[config.mk]
export PLATFORM = sky130hd
export DESIGN_NAME = oc8051_branch_ctrl
export DESIGN_NICKNAME = d
export VERILOG_FILES = /design/src/rtl/oc8051_branch_ctrl.sv
export SDC_FILE = /design/constraint.sdc
export NUM_CORES = 1
export LEC_CHECK = 0
export CORE_MARGIN = 8
export CORE_UTILIZATION = 40
export CTS_CLUSTER_DIAMETER = 40
export DETAILED_ROUTE_END_ITERATION = 10
export PLACE_DENSITY_LB_ADDON = 0.2
export SYNTH_ARGS = -nofsm -noshare
export SYNTH_HDL_FRONTEND = slang
export SYNTH_SLANG_ARGS = --single-unit
[constraint.sdc]
create_clock -name clk_i -period 2.3 [get_ports clk_i]
set_input_delay 0.46 -clock clk_i [delete_from_list [all_inputs] [get_ports clk_i]]
set_output_delay 0.46 -clock clk_i [all_outputs]
set_load 0.02 [all_outputs]
[src/rtl/oc8051_branch_ctrl.sv]
// ---------------------------------------------------------------------------
// oc8051_branch_ctrl
// Conditional-branch sequencer for the oc8051 core. Owns the condition
// comparator source select for JZ/JNZ/JC/JNC/JB/JNB/JBC and the DJNZ/CJNE
// "des != 0" branch, waits for the operand, samples the comparator result,
// computes the relative branch target and, for a taken JBC, sequences the
// bit-clear write-back.
//
// Ports
//   clk_i        core clock
//   rst_n_i      asynchronous active-low reset
//   start_i      one-cycle request, sampled only in IDLE
//   op_i[2:0]    0 JZ,1 JNZ,2 JC,3 JNC,4 JB,5 JNB,6 JBC,7 JDES
//   rel_i[7:0]   signed branch offset, captured with start_i
//   pc_i[15:0]   address of next instruction, captured with start_i
//   comp_sel_o   comparator source: 00 AZ, 01 DES, 10 CY, 11 BIT
//   eq_i         comparator result
//   opnd_vld_i   bit/des operand valid (operand-class ops)
//   clr_ack_i    bit-clear write accepted
//   busy_o       sequence in progress
//   done_o       one-cycle completion pulse
//   take_o       branch taken (held until the next completion)
//   target_o     pc + sign-extended rel (held like take_o)
//   bit_clr_o    request clear of the tested bit, held until clr_ack_i
//   err_o        timeout abort flag (held like take_o)
//
// Configuration
//   OC8051_BRANCH_TIMEOUT_EN : when defined, WAIT and CLR abort after
//   TIMEOUT cycles (1..15) without opnd_vld_i / clr_ack_i. When undefined
//   there is no counter, both states wait indefinitely and err_o stays 0.
// ---------------------------------------------------------------------------
module oc8051_branch_ctrl #(
   parameter int unsigned TIMEOUT = 15
) (
   input  logic        clk_i,
   input  logic        rst_n_i,
   input  logic        start_i,
   input  logic [2:0]  op_i,
   input  logic [7:0]  rel_i,
   input  logic [15:0] pc_i,
   output logic [1:0]  comp_sel_o,
   input  logic        eq_i,
   input  logic        opnd_vld_i,
   input  logic        clr_ack_i,
   output logic        busy_o,
   output logic        done_o,
   output logic        take_o,
   output logic [15:0] target_o,
   output logic        bit_clr_o,
   output logic        err_o
);

   localparam logic [2:0] OP_JZ  = 3'd0;
   localparam logic [2:0] OP_JC  = 3'd2;
   localparam logic [2:0] OP_JB  = 3'd4;
   localparam logic [2:0] OP_JBC = 3'd6;
   localparam logic [2:0] OP_JDES = 3'd7;

   typedef enum logic [2:0] {
      ST_IDLE = 3'd0,
      ST_SEL  = 3'd1,
      ST_WAIT = 3'd2,
      ST_CLR  = 3'd3,
      ST_DONE = 3'd4
   } state_t;

   // An out-of-range TIMEOUT shows up as this named scope in the elaborated design.
   if ((TIMEOUT < 1) || (TIMEOUT > 15)) begin : g_timeout_out_of_range
   end

   // Comparator source for an opcode.
   function automatic logic [1:0] sel_of(input logic [2:0] op);
      logic [1:0] sel;
      case (op)
         3'd0, 3'd1: sel = 2'b00;
         3'd2, 3'd3: sel = 2'b10;
         OP_JDES:    sel = 2'b01;
         default:    sel = 2'b11;
      endcase
      return sel;
   endfunction

   // Branch decision: positive-sense ops branch on eq, the rest on !eq.
   function automatic logic take_of(input logic [2:0] op, input logic eq);
      logic tk;
      case (op)
         OP_JZ, OP_JC, OP_JB, OP_JBC: tk = eq;
         default:                     tk = ~eq;
      endcase
      return tk;
   endfunction

   state_t      state_q, state_d;
   logic [2:0]  op_q, op_d;
   logic [7:0]  rel_q, rel_d;
   logic [15:0] pc_q, pc_d;
   logic [1:0]  comp_sel_q, comp_sel_d;
   logic        busy_q, busy_d;
   logic        done_q, done_d;
   logic        take_q, take_d;
   logic [15:0] target_q, target_d;
   logic        bit_clr_q, bit_clr_d;
   logic        err_q, err_d;
   logic        finish_s, fin_take_s, fin_err_s;
`ifdef OC8051_BRANCH_TIMEOUT_EN
   localparam logic [3:0] TO_LAST = 4'(TIMEOUT - 1);
   logic [3:0]  cnt_q, cnt_d;
`endif

   // Next-state and output computation.
   always_comb begin
      state_d    = state_q;
      op_d       = op_q;
      rel_d      = rel_q;
      pc_d       = pc_q;
      comp_sel_d = comp_sel_q;
      done_d     = 1'b0;
      take_d     = take_q;
      target_d   = target_q;
      bit_clr_d  = bit_clr_q;
      err_d      = err_q;
      finish_s   = 1'b0;
      fin_take_s = 1'b0;
      fin_err_s  = 1'b0;
`ifdef OC8051_BRANCH_TIMEOUT_EN
      cnt_d      = cnt_q;
`endif
      case (state_q)
         ST_IDLE: begin
            if (start_i) begin
               op_d       = op_i;
               rel_d      = rel_i;
               pc_d       = pc_i;
               comp_sel_d = sel_of(op_i);
               // op[2] set = operand class (JB/JNB/JBC/JDES)
               state_d    = op_i[2] ? ST_WAIT : ST_SEL;
`ifdef OC8051_BRANCH_TIMEOUT_EN
               cnt_d      = 4'd0;
`endif
            end else begin
               state_d = ST_IDLE;
            end
         end
         ST_SEL: begin
            finish_s   = 1'b1;
            fin_take_s = take_of(op_q, eq_i);
         end
         ST_WAIT: begin
            if (opnd_vld_i) begin
               if ((op_q == OP_JBC) && eq_i) begin
                  state_d   = ST_CLR;
                  bit_clr_d = 1'b1;
`ifdef OC8051_BRANCH_TIMEOUT_EN
                  cnt_d     = 4'd0;
`endif
               end else begin
                  finish_s   = 1'b1;
                  fin_take_s = take_of(op_q, eq_i);
               end
            end else begin
`ifdef OC8051_BRANCH_TIMEOUT_EN
               if (cnt_q == TO_LAST) begin
                  finish_s   = 1'b1;
                  fin_take_s = 1'b0;
                  fin_err_s  = 1'b1;
               end else begin
                  cnt_d = cnt_q + 4'd1;
               end
`else
               state_d = ST_WAIT;
`endif
            end
         end
         ST_CLR: begin
            // Reaching CLR already means the JBC branch is taken.
            if (clr_ack_i) begin
               bit_clr_d  = 1'b0;
               finish_s   = 1'b1;
               fin_take_s = 1'b1;
            end else begin
`ifdef OC8051_BRANCH_TIMEOUT_EN
               if (cnt_q == TO_LAST) begin
                  bit_clr_d  = 1'b0;
                  finish_s   = 1'b1;
                  fin_take_s = 1'b1;
                  fin_err_s  = 1'b1;
               end else begin
                  cnt_d = cnt_q + 4'd1;
               end
`else
               state_d = ST_CLR;
`endif
            end
         end
         ST_DONE: begin
            state_d = ST_IDLE;
         end
         default: begin
            state_d   = ST_IDLE;
            bit_clr_d = 1'b0;
         end
      endcase

      if (finish_s) begin
         state_d  = ST_DONE;
         done_d   = 1'b1;
         take_d   = fin_take_s;
         err_d    = fin_err_s;
         target_d = pc_q + {{8{rel_q[7]}}, rel_q};
      end else begin
         target_d = target_q;
      end

      busy_d = (state_d != ST_IDLE);
   end

   // State and registered-output update.
   always_ff @(posedge clk_i or negedge rst_n_i) begin
      if (!rst_n_i) begin
         state_q    <= ST_IDLE;
         op_q       <= 3'd0;
         rel_q      <= 8'h00;
         pc_q       <= 16'h0000;
         comp_sel_q <= 2'b00;
         busy_q     <= 1'b0;
         done_q     <= 1'b0;
         take_q     <= 1'b0;
         target_q   <= 16'h0000;
         bit_clr_q  <= 1'b0;
         err_q      <= 1'b0;
`ifdef OC8051_BRANCH_TIMEOUT_EN
         cnt_q      <= 4'd0;
`endif
      end else begin
         state_q    <= state_d;
         op_q       <= op_d;
         rel_q      <= rel_d;
         pc_q       <= pc_d;
         comp_sel_q <= comp_sel_d;
         busy_q     <= busy_d;
         done_q     <= done_d;
         take_q     <= take_d;
         target_q   <= target_d;
         bit_clr_q  <= bit_clr_d;
         err_q      <= err_d;
`ifdef OC8051_BRANCH_TIMEOUT_EN
         cnt_q      <= cnt_d;
`endif
      end
   end

   assign comp_sel_o = comp_sel_q;
   assign busy_o     = busy_q;
   assign done_o     = done_q;
   assign take_o     = take_q;
   assign target_o   = target_q;
   assign bit_clr_o  = bit_clr_q;
   assign err_o      = err_q;

endmodule

After elaboration in Yosys (flattened, before gate mapping)
Cells that the tools add are included.
{"block": "op_classes", "add_sub_neg": 1, "multipliers": 0, "n_div": 0, "order_cmp": 0, "n_eq_ne": 14, "shift": 0, "muxes": 21, "n_bitwise": 2, "n_reduce_logical": 11}
{"cell": "16-bit adder", "n": 1}
{"cell": "3-bit by 2-bit == test with 1-bit output, second input constant", "n": 5}
{"cell": "3-bit == test, second input constant", "n": 4}
{"cell": "3-bit 2-to-1 mux", "n": 4}
{"cell": "3-bit one-hot mux with 4 select lines", "n": 1}
{"cell": "1-bit 2-to-1 mux", "n": 10}
{"cell": "3-bit logical NOT", "n": 3}
{"cell": "1-bit one-hot mux with 3 select lines", "n": 3}
{"cell": "3-bit by 1-bit == test with 1-bit output, second input constant", "n": 2}
{"cell": "2-bit inequality test, second input constant", "n": 3}
{"cell": "2-bit one-hot mux with 3 select lines", "n": 1}
{"cell": "2-bit 2-to-1 mux", "n": 2}
{"cell": "4-bit AND reduction", "n": 1}
{"cell": "2-bit OR reduction", "n": 2}
{"cell": "4-bit OR reduction", "n": 1}
{"cell": "3-bit nonzero test", "n": 1}
{"cell": "3-bit OR reduction", "n": 1}
{"cell": "1-bit inverter", "n": 2}
{"cell": "2-bit AND reduction", "n": 1}
{"cell": "1-bit logical AND", "n": 1}
{"block": "word_totals", "regBits": 52, "latch_bits": 0, "ram_bits": 0, "rom_bits": 0, "input_bits": 33, "out_inout_bits": 23, "elab_cells": 59, "memories": 0}

Depth between registers and ports, before layout
{"block": "logic_depth", "word_depth": 7, "ltp_mapped": 8, "mapped_depth_nobuf": 7}

Worst setup path after synthesis
OpenSTA, ideal clock, no wires.
{"block": "synth_timing", "kind": "reg2reg", "start": "reg rel_q[0]", "end": "reg target_q[8], in the netlist target_o[8]", "setup_time_ns": 0.127, "t_arrival_ns": 1.906, "required_ns": 2.173, "path_slack_ns": 0.267, "stages_incl_launch_ff": 8, "path_buffers": 0, "synth_period_minus_slack_ns": 2.033, "path_cell_list": "dfrtp_1 ha_1 fa_1 a211oi_1 o21bai_1 o21ai_1 xor2_1 o21ai_0"}
{"block": "synth_via", "elab_chain_cells": 1}
{"item": "start: declaration", "line_no": "95", "text": "logic [7:0] rel_q, rel_d;"}
{"item": "start signal: assignment", "line_no": "237", "text": "rel_q <= rel_d;"}
{"item": "16-bit adder", "line_no": "209", "text": "target_d = pc_q + {{8{rel_q[7]}}, rel_q};"}
{"item": "end signal: assignment", "line_no": "243", "text": "target_q <= target_d;"}
{"item": "end: declaration", "line_no": "101", "text": "logic [15:0] target_q, target_d;"}
Every way passes these cells.
A chain may end at the register's enable or synchronous reset.

Worst setup path after layout
{"block": "layout_timing", "start": "reg pc_q[0]", "end": "reg target_q[14], in the netlist target_o[14]"}
{"block": "layout_via", "elab_chain_cells": 1}
{"item": "start: declaration", "line_no": "96", "text": "logic [15:0] pc_q, pc_d;"}
{"item": "start signal: assignment", "line_no": "238", "text": "pc_q <= pc_d;"}
{"item": "16-bit adder", "line_no": "209"}
Every way passes these cells.

==> results.md <==
- Clk_lat worst skew: 0.30 ns
- DRT iter0 DRCs: between 70 and 80
- Post-synth EDFFs: 0
- RSZ-0062 raised after global routing: no
- WP data required: ~2.5 ns
- DR pass1 iterations: 4
- Final setup skew: between 0.003 and 0.004 ns
- Most common cell after layout, fill and taps aside: nand2_1
- Die ar.: approximately 10000 µm²
- Starting Density: 0.406
- Via count: ~2500
- Hpwl dp: 5.26 mm
- Final Hold Viols: 0
- Root buf cell: clkbuf_8
- TNS Setup: 0 ns
- Die Height: 101 µm
- Area delta synth->final: 26.9%
- Largest net degree at the start of global routing: 28
- Fraction of layout cells with a size suffix above 1: 0.0775
- Vias in the first global route: between 2000 and 2500
- CP Data Arrival Time: ~2.3 ns
- Rows: 31
- Post-CTS setup buffer count: 0
- Max Root-Sink Buffers: 2
- Synth warn: 0
- Placer Congestion: roughly 0.86
- Crit-path cells: ha_1, fa_1, a211oi_2, o21bai_1, o21ai_1, buf_4, or4b_1, nand3_1
- Top FF cell, synth: dfrtp_1
- CP max stage delay: approximately 0.47 ns
- DP Area: 3560 µm²
- Slowest CP cell: or4b_1
- DRT Wirelength: between 6 and 7 mm
- Post-route cell area: approximately 3700 µm²
- Syn nets: approximately 380
- Slew @ Worst Pin: 0.594 ns
- Initial antenna violation count: 0
- Syn Std Cell Area: slightly below 3000 µm²
- Critical path launch point type: flip-flop
- # DRC: 0
- Critical path class: reg -> reg
- Diodes inserted: 0
- Tot Pwr: 5.72 mW
- Netlist cell types: 54
- Post-CTS sizing: 0
- Multi-input logic area: approximately 1500 µm²
- Max Fclk: 479 MHz
- TritonCTS clock tree: built
- Global-route wire length before repair: 11.2 mm
- GRT Total Usage: 0.136
- Period minus WS final: 2.09 ns
- Status: completed
- Sequential Area: 1300 µm²
- Total grt overflow: 0
- CP endpoint kind: flip-flop
- Final nets: between 400 and 500
- Antenna viol nets, final: 0
- # setup viols final: 0
- H-tree levels: 2
- VDD IR max: between 0.5 and 0.6 mV
- Hold buffer count at CTS: 0
- Max-Cap Viols: 0
- Synth Area per Inst: 8.82 µm²
- Die X: slightly above 100 µm
- Commonest cells after routing, fill and taps aside: 107 x nand2_1, 53 x clkdlybuf4s50_1, 51 x dfrtp_1, 18 x o21ai_0
- Max-slew violation count: 0
- Cells after Synth: ~330
- CTS Sinks: 52
- Routed len/inst: 13.9 µm
- CP Max Fanout: 7
- Leakage: 1.72 nW
- Sequential area share after synthesis: 0.451
- # port buffers: 54
- Critical path's top delay family: simple AND/OR/NAND/NOR gates
- Worst hold path type: in -> async
- Vias/cell: roughly 5.1
- Filler instances: between 600 and 700
- CTS buffer count: 5
- Post-route clock period utilization: 0.908
- Reg2Reg Setup Slack: 0.21 ns
- Core area: between 7000 and 8000 µm²
- Worst path bufs/invs: 1
- # IOs: 56
- Max_slew headroom: 0.604
- Register bit total from synthesis: 52
- Asr flop ratio synth: 1.00
- Clock transition at the registers of the reported paths: 0.09 ns
- Pwr/cell area: 1560 nW/µm²
-- metal layers --
layer,vias to the layer above,part of all wire,track usage
met4,0,0.0040,0.0389
met5,-,0,0
met3,2,0.047,0.0318
met1,1176,0.49,0.178
li1,1268,-,-
met2,43,0.46,0.217
-- Yosys cell counts (all sizes together), types with 4 or more instances --
cell      n  share of area
nand2   107           0.14
dfrtp    52           0.45
o21ai    20          0.036
a21oi    16          0.028
ha       15          0.065
buf      11          0.027
nand3    10          0.017
nor2      9          0.012
clkbuf    7         0.0091
nor3      6          0.010
a211oi    5          0.015
nand4     5          0.011
xor2      5          0.015
a21o      4          0.010
inv       4         0.0052
o21a      4          0.010
-- area by class of cell --
cell class	count	share of cell area
sequential	52	0.356
clock buffer	7	0.0236
multi-input combinational	253	0.401
timing repair buffer	70	0.179
tap	99	0.0338
clock inverter	1	0.00205
inverter	4	0.00410
-- final timing paths --
path	cells after the start	end	start
worst max-delay path	8	target_o[14]	pc_q[0]
worst min-delay path	1	pc_q[13]	rst_n_i
worst max register to register	8	target_o[14]	pc_q[0]
worst min register to register	2	target_o[7]	target_o[7]
max in group asynchronous	2	pc_q[3]	rst_n_i
min in group clk_i	2	target_o[7]	target_o[7]
-- registers in the layout, indices dropped and copies added (netlist names) --
signal,cells
bit_clr_o,1
pc_q,16
target_o,16
done_o,1
busy_o,1
comp_sel_o,2
op_q,3
take_o,1
rel_q,8
state_q,3
-- cell families (layout without fill, tap and decap cells) --
kind of cell / count (synthesis) / count (layout) / share of synthesized area
AND/OR/NAND/NOR: 156 / 156 / 0.238
AO/OA/AOI/OAI: 72 / 72 / 0.172
flip-flops: 52 / 52 / 0.451
buffers and inverters: 22 / 82 / 0.0412
adder cells (fa/ha/maj): 16 / 16 / 0.0720
XOR/XNOR: 8 / 8 / 0.0243
other: 1 / 1 / 0.00130
-- stage by stage --
step	hold WS, ns	instances	setup slack, ns	utilization
floorplan	0.164	327	0.267	-
global placement	0.462	478	0.0536	0.501
detailed placement	0.467	478	0.0286	0.501
CTS	0.169	486	0.134	0.515
global route	0.190	486	0.0421	0.516
finish	0.153	486	0.211	0.516
-- power by group --
part	internal, mW	switching (mW)
Combinational	1.51	1.98
Clock	0.245	0.302
Sequential	1.37	0.311
Total	3.13	2.59
Power figures use the tool's default switching activity.
